===== src/rtl/cpu_types_pkg.sv =====
// Shared CPU/memory types: RAM word and handshake state, plus the arbiter request/state encodings.
package cpu_types_pkg;

    localparam int unsigned WORD_W = 32;

    typedef logic [WORD_W-1:0] word_t;

    typedef enum logic [1:0] {
        FREE   = 2'd0,
        BUSY   = 2'd1,
        ACCESS = 2'd2,
        ERROR  = 2'd3
    } ramstate_t;

    typedef enum logic [1:0] {
        REQ_NONE   = 2'd0,
        REQ_IFETCH = 2'd1,
        REQ_DREAD  = 2'd2,
        REQ_DWRITE = 2'd3
    } arb_req_t;

    // Arbiter states as plain constants; BUSY is already taken by ramstate_t.
    typedef logic [0:0] arb_state_t;
    localparam arb_state_t ARB_IDLE = 1'b0;
    localparam arb_state_t ARB_BUSY = 1'b1;

    function automatic logic req_is_data(input arb_req_t r);
        return (r == REQ_DREAD) || (r == REQ_DWRITE);
    endfunction

endpackage


===== src/rtl/rr_picker.sv =====
// Round-robin picker: first asserted request at or after ptr, wrapping; one-hot grant plus valid.
module rr_picker #(
    parameter int unsigned N = 2
) (
    input  logic [N-1:0]                        req,
    input  logic [((N > 1) ? $clog2(N) : 1)-1:0] ptr,
    output logic [N-1:0]                        gnt,
    output logic                                vld
);

    localparam int unsigned PW = (N > 1) ? $clog2(N) : 1;

    int unsigned idx;

    always_comb begin
        gnt = '0;
        vld = 1'b0;
        idx = 0;
        for (int unsigned i = 0; i < N; i++) begin
            idx = (32'(ptr) + i) % N;
            if (!vld && req[PW'(idx)]) begin
                gnt[PW'(idx)] = 1'b1;
                vld           = 1'b1;
            end
        end
    end

endmodule


===== src/rtl/mem_arbiter.sv =====
// Shares one RAM port between the icache and dcache of CPUS cores, one word per transaction.
module mem_arbiter
    import cpu_types_pkg::*;
#(
    parameter int unsigned CPUS       = 2,
    parameter int unsigned STARVE_LIM = 8
) (
    input  logic                CLK,
    input  logic                nRST,
    input  logic [CPUS-1:0]     iREN,
    input  word_t [CPUS-1:0]    iaddr,
    output logic [CPUS-1:0]     iwait,
    output word_t [CPUS-1:0]    iload,
    input  logic [CPUS-1:0]     dREN,
    input  logic [CPUS-1:0]     dWEN,
    input  word_t [CPUS-1:0]    daddr,
    input  word_t [CPUS-1:0]    dstore,
    output logic [CPUS-1:0]     dwait,
    output word_t [CPUS-1:0]    dload,
    output logic                ramREN,
    output logic                ramWEN,
    output word_t               ramaddr,
    output word_t               ramstore,
    input  word_t               ramload,
    input  ramstate_t           ramstate
);

    localparam int unsigned CW = (CPUS > 1) ? $clog2(CPUS) : 1;
    localparam int unsigned SW = $clog2(STARVE_LIM + 1);

    arb_state_t    state, state_n;
    arb_req_t      req, req_n;
    logic [CW-1:0] core, core_n;
    logic [CW-1:0] rr_ptr, rr_ptr_n;
    logic [SW-1:0] starve_cnt, starve_n;
    logic          ram_ren_n, ram_wen_n;
    word_t         ram_addr_n, ram_store_n;

    logic [CPUS-1:0] d_req, d_gnt, i_gnt;
    logic            d_vld, i_vld;
    logic [CW-1:0]   d_idx, i_idx;
    logic            live, done;

    function automatic logic [CW-1:0] oh2idx(input logic [CPUS-1:0] oh);
        oh2idx = '0;
        for (int unsigned i = 0; i < CPUS; i++) begin
            if (oh[i]) oh2idx = CW'(i);
        end
    endfunction

    assign d_req = dREN | dWEN;

    rr_picker #(.N(CPUS)) u_dpick (.req(d_req), .ptr(rr_ptr), .gnt(d_gnt), .vld(d_vld));
    rr_picker #(.N(CPUS)) u_ipick (.req(iREN),  .ptr(rr_ptr), .gnt(i_gnt), .vld(i_vld));

    assign d_idx = oh2idx(d_gnt);
    assign i_idx = oh2idx(i_gnt);

    // The granted core must still be asking, otherwise the transaction is abandoned.
    always_comb begin
        live = 1'b0;
        if (req == REQ_IFETCH)   live = iREN[core];
        else if (req_is_data(req)) live = d_req[core];
    end

    assign done = (state == ARB_BUSY) && live && (ramstate == ACCESS);

    // Completion handshake is visible only in the ACCESS cycle.
    always_comb begin
        iwait = '1;
        dwait = '1;
        iload = '0;
        dload = '0;
        if (done) begin
            if (req == REQ_IFETCH) begin
                iwait[core] = 1'b0;
                iload[core] = ramload;
            end else begin
                dwait[core] = 1'b0;
                if (req == REQ_DREAD) dload[core] = ramload;
            end
        end
    end

    always_comb begin
        state_n     = state;
        req_n       = req;
        core_n      = core;
        rr_ptr_n    = rr_ptr;
        starve_n    = starve_cnt;
        ram_ren_n   = ramREN;
        ram_wen_n   = ramWEN;
        ram_addr_n  = ramaddr;
        ram_store_n = ramstore;
        case (state)
            ARB_IDLE: begin
                if (i_vld && (starve_cnt == SW'(STARVE_LIM))) begin
                    state_n     = ARB_BUSY;
                    req_n       = REQ_IFETCH;
                    core_n      = i_idx;
                    ram_ren_n   = 1'b1;
                    ram_wen_n   = 1'b0;
                    ram_addr_n  = iaddr[i_idx];
                    ram_store_n = '0;
                    starve_n    = '0;
                end else if (d_vld) begin
                    state_n     = ARB_BUSY;
                    req_n       = dWEN[d_idx] ? REQ_DWRITE : REQ_DREAD;
                    core_n      = d_idx;
                    ram_ren_n   = !dWEN[d_idx];
                    ram_wen_n   = dWEN[d_idx];
                    ram_addr_n  = daddr[d_idx];
                    ram_store_n = dWEN[d_idx] ? dstore[d_idx] : '0;
                    if (i_vld && (starve_cnt != SW'(STARVE_LIM)))
                        starve_n = starve_cnt + SW'(1);
                end else if (i_vld) begin
                    state_n     = ARB_BUSY;
                    req_n       = REQ_IFETCH;
                    core_n      = i_idx;
                    ram_ren_n   = 1'b1;
                    ram_wen_n   = 1'b0;
                    ram_addr_n  = iaddr[i_idx];
                    ram_store_n = '0;
                    starve_n    = '0;
                end
            end
            ARB_BUSY: begin
                if (!live || (ramstate == ERROR) || (ramstate == ACCESS)) begin
                    state_n   = ARB_IDLE;
                    req_n     = REQ_NONE;
                    ram_ren_n = 1'b0;
                    ram_wen_n = 1'b0;
                end
                if (done)
                    rr_ptr_n = (32'(core) == CPUS - 1) ? '0 : core + CW'(1);
            end
            default: state_n = ARB_IDLE;
        endcase
        if (!(|iREN)) starve_n = '0;
    end

    always_ff @(posedge CLK or negedge nRST) begin
        if (!nRST) begin
            state      <= ARB_IDLE;
            req        <= REQ_NONE;
            core       <= '0;
            rr_ptr     <= '0;
            starve_cnt <= '0;
            ramREN     <= 1'b0;
            ramWEN     <= 1'b0;
            ramaddr    <= '0;
            ramstore   <= '0;
        end else begin
            state      <= state_n;
            req        <= req_n;
            core       <= core_n;
            rr_ptr     <= rr_ptr_n;
            starve_cnt <= starve_n;
            ramREN     <= ram_ren_n;
            ramWEN     <= ram_wen_n;
            ramaddr    <= ram_addr_n;
            ramstore   <= ram_store_n;
        end
    end

endmodule

===== config.mk =====
export PLATFORM = sky130hd
export DESIGN_NAME = mem_arbiter
export DESIGN_NICKNAME = d
export VERILOG_FILES = /design/src/rtl/cpu_types_pkg.sv /design/src/rtl/rr_picker.sv /design/src/rtl/mem_arbiter.sv
export SDC_FILE = /design/constraint.sdc
export NUM_CORES = 1
export LEC_CHECK = 0
export CORE_AREA = 5 5 166 168
export DETAILED_ROUTE_END_ITERATION = 12
export DIE_AREA = 0 0 171 173
export HOLD_SLACK_MARGIN = 0.05
export PLACE_DENSITY_LB_ADDON = 0.08
export SLEW_MARGIN = 0
export SYNTH_ARGS = -nofsm -noshare
export SYNTH_HDL_FRONTEND = slang
export SYNTH_HIERARCHICAL = 1
export SYNTH_SLANG_ARGS = --single-unit

===== constraint.sdc =====
create_clock -name CLK -period 2.75 [get_ports CLK]
set_input_delay 0.4125 -clock CLK [delete_from_list [all_inputs] [get_ports CLK]]
set_output_delay 0.4125 -clock CLK [all_outputs]
set_load 0.02 [all_outputs]

==> results.py, run 1 <==
metrics = {
    "detailed_routing": {
        "drt_iter0_markers": 189,
        "vias_per_cell": 4.40,
        "dr.pass1.iters": 4,
        "vias": 6060,
        "wl_per_cell_microns": 19.5,
        "route.detailed.drc": 0,
        "ant_nets": 0,
        "totalWireLength_microns": 26900,
    },
    "setup_path": {
        "cp_slowest_stage_delay_ns": 0.63,
        "crit_fanout": 3,
        "timing.rr.end": "ramaddr[9]",
        "rrSetupSlack_ns": 0.85,
        "setup.worst_path.start_class": "input port",
        "cp.required_ns": 2.34,
        "crit_end": "dwait[0]",
        "worst_ep_arrival_time_ns": 2.23,
        "startpoint": "dWEN[1]",
        "crit_top_cell": "clkdlybuf4s50_1",
        "crit_chain": "clkdlybuf4s50_1 > or3b_2 > nand3_1 > or3_1 > clkdlybuf4s50_1",
        "slowest_stage": "clkdlybuf4s50_1",
        "path_depth": 5,
        "worstSetupPathType": "in2out",
        "rr_startpoint": "starve_cnt[0]",
        "reg2regPathDepth": 8,
        "cp_num_buf_inv": 2,
        "end_kind": "output pin",
        "cpLargestDelayFamily": "buffers and inverters",
    },
    "die": {
        "initial_utilization": 0.207,
        "boundaryPins": 432,
        "rows": 59,
        "die_x_microns": 171,
        "core_sq_mm": 0.0258,
        "die_y_microns": 173,
        "dieArea_sq_mm": 0.0296,
    },
    "global_routing": {
        "grt_use_total": 0.173,
        "grt_pass1_vias": 6298,
        "antenna_found_initial": 1,
        "grt_pass1_wl_microns": 39300,
        "grt-ovfl-total": 0,
        "grt_max_degree": 99,
    },
    "cts": {
        "clk_latency_ns": 0.35,
        "htreeDepth": 3,
        "cts_setup_buffers": 0,
        "cts-root-buf": "clkbuf_16",
        "clk_pin_slew_ns": 0.06,
        "clk_path_buf_depth": 2,
        "cts_tree": "yes",
        "cts_inserted_buffers": 9,
        "clock-sinks": 75,
    },
    "placement": {
        "numPortBuffers": 431,
        "gp_congestion": 0.762,
        "place_ws_ns": -0.112,
        "dp_hpwl_microns": 21800,
    },
    "timing": {
        "finalHoldViolations": 0,
        "post-route-min-period_ns": 2.64,
        "rsz0062_at_grt": "false",
        "worst_pin_slew_ns": 0.517,
        "fmax_ghz": 0.379,
        "drv_slew": 0,
        "worst_slack_ns": 0.111,
        "finalCritPeriodShare": 0.960,
        "max_slew_margin": 0.655,
        "final-setup-viol-count": 0,
        "skew_ns": 0.0165,
    },
    "power": {
        "sequentialPowerShare": 0.258,
        "powerDensity_mw_per_mm2": 726,
        "p_sw_frac": 0.426,
        "p_sw_w": 0.00324,
        "leakage_nw": 5.09,
        "intPower_w": 0.00435,
        "vdd_drop_max_v": 0.000401,
        "p_comb_frac": 0.587,
        "p_clk_frac": 0.155,
    },
    "finish": {
        "n_fill_cell": 2668,
        "final_layout_size_suffix_gt1_frac": 0.0767,
        "areaGrowthSynthToFinish_pct": 96.3,
        "nNetsFinal": 1274,
        "num_antenna_cells": 0,
        "utilization": 0.406,
    },
    "yosys": {
        "synthCells": 621,
        "avgSynthCellArea_sq_um": 8.58,
        "ys_warn_count": 6,
        "syn-num-nets": 857,
        "syn_area_sq_mm": 0.00533,
    },
    "hold_path": {
        "hold_path_class": "reg2reg",
    },
    "run": {
        "maxCapViolCount": 0,
    },
    "outcome": {
        "status": "completed",
    },
}
-- layout make-up --
class	instances	area, sq um	area share
Tap cell	335	419	0.0401
Inverter	7	26.3	0.00251
Clock buffer	11	243	0.0232
Clock inverter	5	45.0	0.00431
Multi-Input combinational cell	485	3220	0.308
Sequential cell	75	1880	0.180
Timing Repair Buffer	460	4620	0.442
-- routing by layer --
metal	GRT usage	part of all wire
met5	0	0.00048
met4	0.0456	0.019
met3	0.0678	0.11
met2	0.316	0.51
met1	0.184	0.36
-- repair_timing --
action | 4_1_cts | 5_1_grt
hold buffers | 1 | 0
pin swaps | 1 | 0
endpoints found under the setup margin | 129 | 29
gates resized for setup | 101 | 29
endpoints found under the hold margin | 2 | 0
-- metrics by stage --
| step | instances | setup TNS (ns) | total power, W | cell area (sq um) | hold WS, ns |
|---|---|---|---|---|---|
| 3_5_place_dp | 1361 | -6.02 | 0.00657 | 10200 | 0.423 |
| 2_1_floorplan | 621 | 0 | 0.00433 | 5330 | 0.117 |
| 5_1_grt | 1378 | 0 | 0.00811 | 10500 | 0.494 |
| 4_1_cts | 1378 | 0 | 0.00778 | 10400 | 0.479 |
| 3_3_place_gp | 1361 | -3.75 | 0.00656 | 10200 | 0.434 |
| 6_report | 1378 | 0 | 0.00759 | 10500 | 0.474 |
-- worst min path at each step --
| stage | from | end | cells after the start |
|---|---|---|---|
| finish | ramaddr[12] | ramaddr[12] | 2 |
| global placement | nRST | ramaddr[10] | 1 |
| global route | ramstore[8] | ramstore[8] | 2 |
| floorplan | nRST | core | 0 |
| detailed placement | nRST | ramaddr[10] | 1 |
| CTS | ramaddr[19] | ramaddr[19] | 2 |
-- state kept, by name, summed over array words and instances, names as in the netlist --
name        flops
starve_cnt      4
ramWEN          1
rr_ptr          1
core            1
ramREN          1
ramaddr        32
ramstore       32
state           1
req             2
-- worst register-to-register path, stage by stage (launching register included) --
cell and delay [ns]:
dfrtp_1 0.41, inv_1 0.09, ha_1 0.16, nand4b_1 0.15, and2_1 0.26, buf_12 0.19, buf_4 0.18, a211oi_1 0.23
o31ai_1 0.11
-- power groups by stage --
stage	sequential [W]	combinational (W)	clock (W)
2_1_floorplan	0.00254	0.00179	0
5_1_grt	0.00204	0.00481	0.00126
4_1_cts	0.00197	0.00458	0.00123
3_5_place_dp	0.00198	0.00459	0
3_3_place_gp	0.00197	0.00459	0
6_report	0.00196	0.00446	0.00118
-- cell usage in the layout, fill, tap and decap left out, drive strengths merged, types with 3 or more instances in the layout --
| master | instances |
|---|---|
| a211oi | 65 |
| nor2 | 4 |
| o31ai | 33 |
| inv | 10 |
| nor2b | 66 |
| and2 | 129 |
| dfrtp | 75 |
| buf | 29 |
| nand2b | 3 |
| or3 | 4 |
| nand3 | 6 |
| o21ai | 37 |
| a21oi | 4 |
| dlymetal6s2s | 29 |
| dlygate4sd2 | 99 |
| mux2i | 34 |
| nand2 | 72 |
| or2 | 5 |
| clkdlybuf4s50 | 302 |
| clkbuf | 11 |
No activity file was read; power rests on OpenSTA's default activity.
==> inputs of run 2 (changes only) <==
--- a/config.mk
+++ b/config.mk
@@ -6,6 +6,9 @@
 export NUM_CORES = 1
 export LEC_CHECK = 0
 export CORE_AREA = 5 5 166 168
+export CTS_BUF_LIST = sky130_fd_sc_hd__clkbuf_8
+export CTS_CLUSTER_DIAMETER = 100
+export CTS_CLUSTER_SIZE = 12
 export DETAILED_ROUTE_END_ITERATION = 12
 export DIE_AREA = 0 0 171 173
 export HOLD_SLACK_MARGIN = 0.05
==> run 2 against run 1 <==
Net effect:
- die area unchanged
- cell area is 1.6% lower
- global-route usage about the same
- clock skew is 0.011 ns higher
- clock power shrank 27%
- combinational power about the same
- utilization is 0.65 points lower
- critical path depth increased by 1
- hold slack better by 0.0057 ns
- register-to-register slack about the same
- count of clock-buffer cells in the layout down 1
- via count shrank 0.40%
- critical path type unchanged
==> results.py, run 2 (synthesized netlist as in run 1, its figures left out) <==
metrics = {
    "outcome": {
        "status": "completed",
    },
    "cts": {
        "cts_inserted_buffers": 9,
        "clock-sinks": 75,
        "htreeDepth": 3,
        "clk_path_buf_depth": 2,
        "cts_tree": "yes",
        "clk_pin_slew_ns": 0.09,
        "clk_latency_ns": 0.38,
        "cts-root-buf": "clkbuf_8",
        "cts_setup_buffers": 0,
    },
    "setup_path": {
        "reg2regPathDepth": 8,
        "end_kind": "output pin",
        "timing.rr.end": "ramaddr[30]",
        "cp.required_ns": 2.34,
        "rrSetupSlack_ns": 0.85,
        "crit_fanout": 33,
        "worstSetupPathType": "in2out",
        "rr_startpoint": "starve_cnt[0]",
        "setup.worst_path.start_class": "input port",
        "worst_ep_arrival_time_ns": 2.18,
    },
    "timing": {
        "max_slew_margin": 0.656,
        "finalCritPeriodShare": 0.941,
        "finalHoldViolations": 0,
        "rsz0062_at_grt": "false",
        "fin_setup_tns_ns": 0,
        "fmax_ghz": 0.386,
        "worst_pin_slew_ns": 0.516,
        "whs_ns": 0.480,
        "drv_slew": 0,
        "post-route-min-period_ns": 2.59,
        "final-setup-viol-count": 0,
        "skew_ns": 0.0275,
    },
    "detailed_routing": {
        "wl_per_cell_microns": 19.5,
        "vias_per_cell": 4.38,
        "vias": 6036,
        "totalWireLength_microns": 26900,
        "dr.pass1.iters": 4,
        "route.detailed.drc": 0,
        "drt_iter0_markers": 200,
        "ant_nets": 0,
    },
    "die": {
        "initial_utilization": 0.207,
        "die_x_microns": 171,
        "dieArea_sq_mm": 0.0296,
        "boundaryPins": 432,
        "rows": 59,
        "core_sq_mm": 0.0258,
        "die_y_microns": 173,
    },
    "finish": {
        "nNetsFinal": 1274,
        "areaGrowthSynthToFinish_pct": 93.1,
        "final_common_cell": "clkdlybuf4s50_1",
        "num_antenna_cells": 0,
        "utilization": 0.399,
        "n_fill_cell": 2693,
        "stdcell_count": 1378,
        "reg_top3": "ramaddr (32), ramstore (32), starve_cnt (4)",
        "final_cell_mix": "clkdlybuf4s50_1, and2_1, dlygate4sd2_1",
        "final_layout_size_suffix_gt1_frac": 0.0767,
    },
    "global_routing": {
        "grt-ovfl-total": 0,
        "grt_pass1_wl_microns": 39200,
        "grt_pass1_vias": 6291,
        "antenna_found_initial": 1,
        "grt_max_degree": 99,
        "grt_use_total": 0.173,
    },
    "power": {
        "vdd_drop_max_v": 0.000395,
        "leakage_nw": 4.80,
        "powerDensity_mw_per_mm2": 706,
    },
    "hold_path": {
        "hold_end": "ramaddr[12]",
        "min_path_cells": 2,
        "min_from": "ramaddr[12]",
        "hold_path_class": "reg2reg",
    },
    "placement": {
        "dp.cells": 1361,
        "dp_hpwl_microns": 21800,
        "gp_congestion": 0.762,
        "numPortBuffers": 431,
    },
    "run": {
        "maxCapViolCount": 0,
    },
}
run 2: cell count changes in the layout (fill, tap and decap cells not counted):
cell / before / now
clkdlybuf4s50_1: 302 / 301
dlymetal6s2s_1: 29 / 12
clkbuf_1: 1 / 0
clkbuf_16: 9 / 0
inv_1: 7 / 8
dlygate4sd2_1: 99 / 117
clkbuf_8: 1 / 10
run 2: power breakdown:
group / internal (W) / total, W / switching, W / leakage, nW
Clock: 0.000364 / 0.000857 / 0.000492 / 0.0966
Combinational: 0.00205 / 0.00446 / 0.00240 / 3.75
Sequential: 0.00165 / 0.00195 / 0.000308 / 0.952
run 2: layout make-up:
type                            count  area (sq um)  share of cell area
Inverter                            7          26.3             0.00255
Multi-Input combinational cell    485          3220               0.313
Sequential cell                    75          1880               0.183
Timing Repair Buffer              460          4550               0.443
Clock inverter                      6          48.8             0.00474
Clock buffer                       10           138              0.0134
Tap cell                          335           419              0.0407
run 2: worst max-delay path by stage:
stage | depth (start not counted) | to | slack (ns) | from
final | 6 | iwait[0] | 0.16 | ramstate[1]
after global routing | 6 | dload[1] | 0.05 | ramstate[1]
after CTS | 7 | iload[49] | 0.001 | ramstate[1]
after detailed placement | 6 | dload[1] | -0.11 | ramstate[1]
after global placement | 6 | dload[1] | -0.10 | ramstate[1]
after floorplan | 9 | state | 0.64 | dWEN[0]
run 2: layer usage:
| metal | global-route usage | share of wire | vias to the layer above |
|---|---|---|---|
| met5 | 0 | 0.00048 | - |
| met4 | 0.0456 | 0.019 | 2 |
| met3 | 0.0678 | 0.11 | 29 |
| met2 | 0.317 | 0.51 | 278 |
| met1 | 0.183 | 0.36 | 2743 |
| li1 | - | - | 2984 |
run 2: stage by stage:
step / total power, W / worst slack, ns / cell area, sq um
CTS: 0.00744 / 0.00117 / 10300
global placement: 0.00656 / -0.100 / 10200
finish: 0.00727 / 0.162 / 10300
detailed placement: 0.00657 / -0.112 / 10200
floorplan: 0.00433 / 0.643 / 5330
global route: 0.00778 / 0.0542 / 10300
run 2: worst max-delay path, cell delays in order:
cell and delay (ns):
clkdlybuf4s50_1 0.49, nand3b_1 0.18, nor3_2 0.28, buf_12 0.21, inv_1 0.05, clkdlybuf4s50_1 0.53
run 2: what timing repair did:
| action | 4_1_cts | 5_1_grt |
|---|---|---|
| gates resized for setup | 119 | 12 |
| hold buffers | 1 | 0 |
| setup endpoints to repair | 129 | 12 |
| hold endpoints to repair | 34 | 0 |
==> inputs of run 3 (changes only) <==
--- a/config.mk
+++ b/config.mk
@@ -11,7 +11,9 @@
 export CTS_CLUSTER_SIZE = 12
 export DETAILED_ROUTE_END_ITERATION = 12
 export DIE_AREA = 0 0 171 173
+export GPL_ROUTABILITY_DRIVEN = 0
 export HOLD_SLACK_MARGIN = 0.05
+export MAX_ROUTING_LAYER = met4
 export PLACE_DENSITY_LB_ADDON = 0.08
 export SLEW_MARGIN = 0
 export SYNTH_ARGS = -nofsm -noshare
==> run 3 against run 2 <==
Net effect:
- via count shrank 0.28%
- worst setup slack lost 0.0013 ns
- count of clock-buffer cells in the layout is the same
- clock power is essentially flat
- final cell count is essentially flat
- die area is the same
- combinational power is essentially flat
- global-route usage grew 0.53 points
- critical endpoint unchanged
- largest cell class unchanged
- highest routed layer is now met4
==> results.py, run 3 (synthesized netlist as in run 1, its figures left out) <==
metrics = {
    "detailed_routing": {
        "vias_per_cell": 4.36,
        "route.detailed.drc": 0,
        "dr.pass1.iters": 4,
        "totalWireLength_microns": 27000,
        "drt_iter0_markers": 216,
        "ant_nets": 0,
        "wl_per_cell_microns": 19.6,
        "vias": 6019,
    },
    "finish": {
        "final_common_cell": "clkdlybuf4s50_1",
        "final_cell_mix": "clkdlybuf4s50_1, and2_1, dlygate4sd2_1",
        "utilization": 0.399,
        "n_fill_cell": 2692,
        "register_area_sq_mm": 0.00188,
        "nNetsFinal": 1274,
        "multiInputGateArea_sq_mm": 0.00322,
        "areaGrowthSynthToFinish_pct": 93.2,
        "reg_top3": "ramaddr (32), ramstore (32), starve_cnt (4)",
        "final_layout_size_suffix_gt1_frac": 0.0767,
    },
    "run": {
        "maxCapViolCount": 0,
    },
    "power": {
        "leakage_nw": 4.80,
        "finalPower_w": 0.00727,
        "vdd_drop_max_v": 0.000402,
        "powerDensity_mw_per_mm2": 707,
    },
    "timing": {
        "rsz0062_at_grt": "false",
        "finalCritPeriodShare": 0.941,
        "worst_slack_ns": 0.161,
        "max_slew_margin": 0.655,
        "drv_slew": 0,
        "fmax_ghz": 0.386,
        "post-route-min-period_ns": 2.59,
        "skew_ns": 0.0231,
        "final-setup-viol-count": 0,
        "worst_pin_slew_ns": 0.517,
        "finalHoldViolations": 0,
    },
    "cts": {
        "clk_latency_ns": 0.38,
        "clk_pin_slew_ns": 0.09,
        "clk_path_buf_depth": 2,
        "cts_tree": "yes",
        "cts_inserted_buffers": 9,
        "htreeDepth": 3,
        "clock-sinks": 75,
        "cts-root-buf": "clkbuf_8",
    },
    "die": {
        "initial_utilization": 0.207,
        "dieArea_sq_mm": 0.0296,
        "rows": 59,
        "die_x_microns": 171,
        "die_y_microns": 173,
        "boundaryPins": 432,
        "core_sq_mm": 0.0258,
    },
    "hold_path": {
        "hold_path_class": "reg2reg",
    },
    "setup_path": {
        "worstSetupPathType": "in2out",
        "worst_ep_arrival_time_ns": 2.18,
        "crit_fanout": 33,
        "end_kind": "output pin",
        "setup.worst_path.start_class": "input port",
        "cp.required_ns": 2.34,
    },
    "placement": {
        "dp_hpwl_microns": 21800,
        "numPortBuffers": 431,
        "place_ws_ns": -0.112,
    },
    "global_routing": {
        "grt_pass1_wl_microns": 39200,
        "grt_use_total": 0.178,
        "grt-ovfl-total": 0,
        "antenna_found_initial": 1,
        "grt_max_degree": 99,
        "grt_pass1_vias": 6300,
    },
    "outcome": {
        "status": "completed",
    },
}
## run 3: cell count changes in the layout (fill, tap and decap cells not counted)
cell     before  now
diode_2       0    1
## run 3: final cells by class
| cell class | count | area share |
|---|---|---|
| Sequential cell | 75 | 0.183 |
| Timing Repair Buffer | 460 | 0.442 |
| Inverter | 7 | 0.00255 |
| Multi-Input combinational cell | 485 | 0.313 |
| Clock buffer | 10 | 0.0134 |
| Antenna cell | 1 | 0.000243 |
| Clock inverter | 6 | 0.00474 |
| Tap cell | 335 | 0.0407 |
## run 3: stage by stage
step	hold slack (ns)	instance area (sq um)	cells	setup TNS (ns)
floorplan	0.117	5330	621	0
global placement	0.434	10200	1361	-3.75
detailed placement	0.423	10200	1361	-6.02
CTS	0.485	10300	1378	0
global route	0.501	10300	1379	0
finish	0.480	10300	1379	0
## run 3: power by group
part,internal (W),total [W],switching [W],leakage (nW)
Sequential,0.00165,0.00195,0.000309,0.952
Combinational,0.00205,0.00447,0.00241,3.75
Clock,0.000364,0.000854,0.000490,0.0966
Total,0.00406,0.00727,0.00321,4.80
## run 3: critical path: stages
cell and delay (ns):
clkdlybuf4s50_1 0.49, nand3b_1 0.18, nor3_2 0.28, buf_12 0.21, inv_1 0.05, clkdlybuf4s50_1 0.53
## run 3: timing repair
item,in CTS,in global routing
setup endpoints to repair,129,12
setup buffers,0,0
endpoints found under the hold margin,34,0
resized for setup,119,12
cloned,0,0
hold buffers,1,0
## run 3: worst paths after layout
kind	cells past startpoint	startpoint	end	slack, ns
max	6	ramstate[1]	iwait[0]	0.16
min reg2reg	2	ramaddr[19]	ramaddr[19]	0.48
min in group asynchronous	2	nRST	ramaddr[10]	0.53
max reg2reg	8	starve_cnt[0]	ramaddr[30]	0.85
max in group asynchronous	3	nRST	ramstore[12]	1.59
min	2	ramaddr[19]	ramaddr[19]	0.48
## run 3: per-layer routing
metal	wire, microns	global-route usage	share of wire
met1	10200	0.192	0.38
met4	520	0.0469	0.019
met3	2510	0.0559	0.093
met2	13800	0.316	0.51
met5	0	-	0
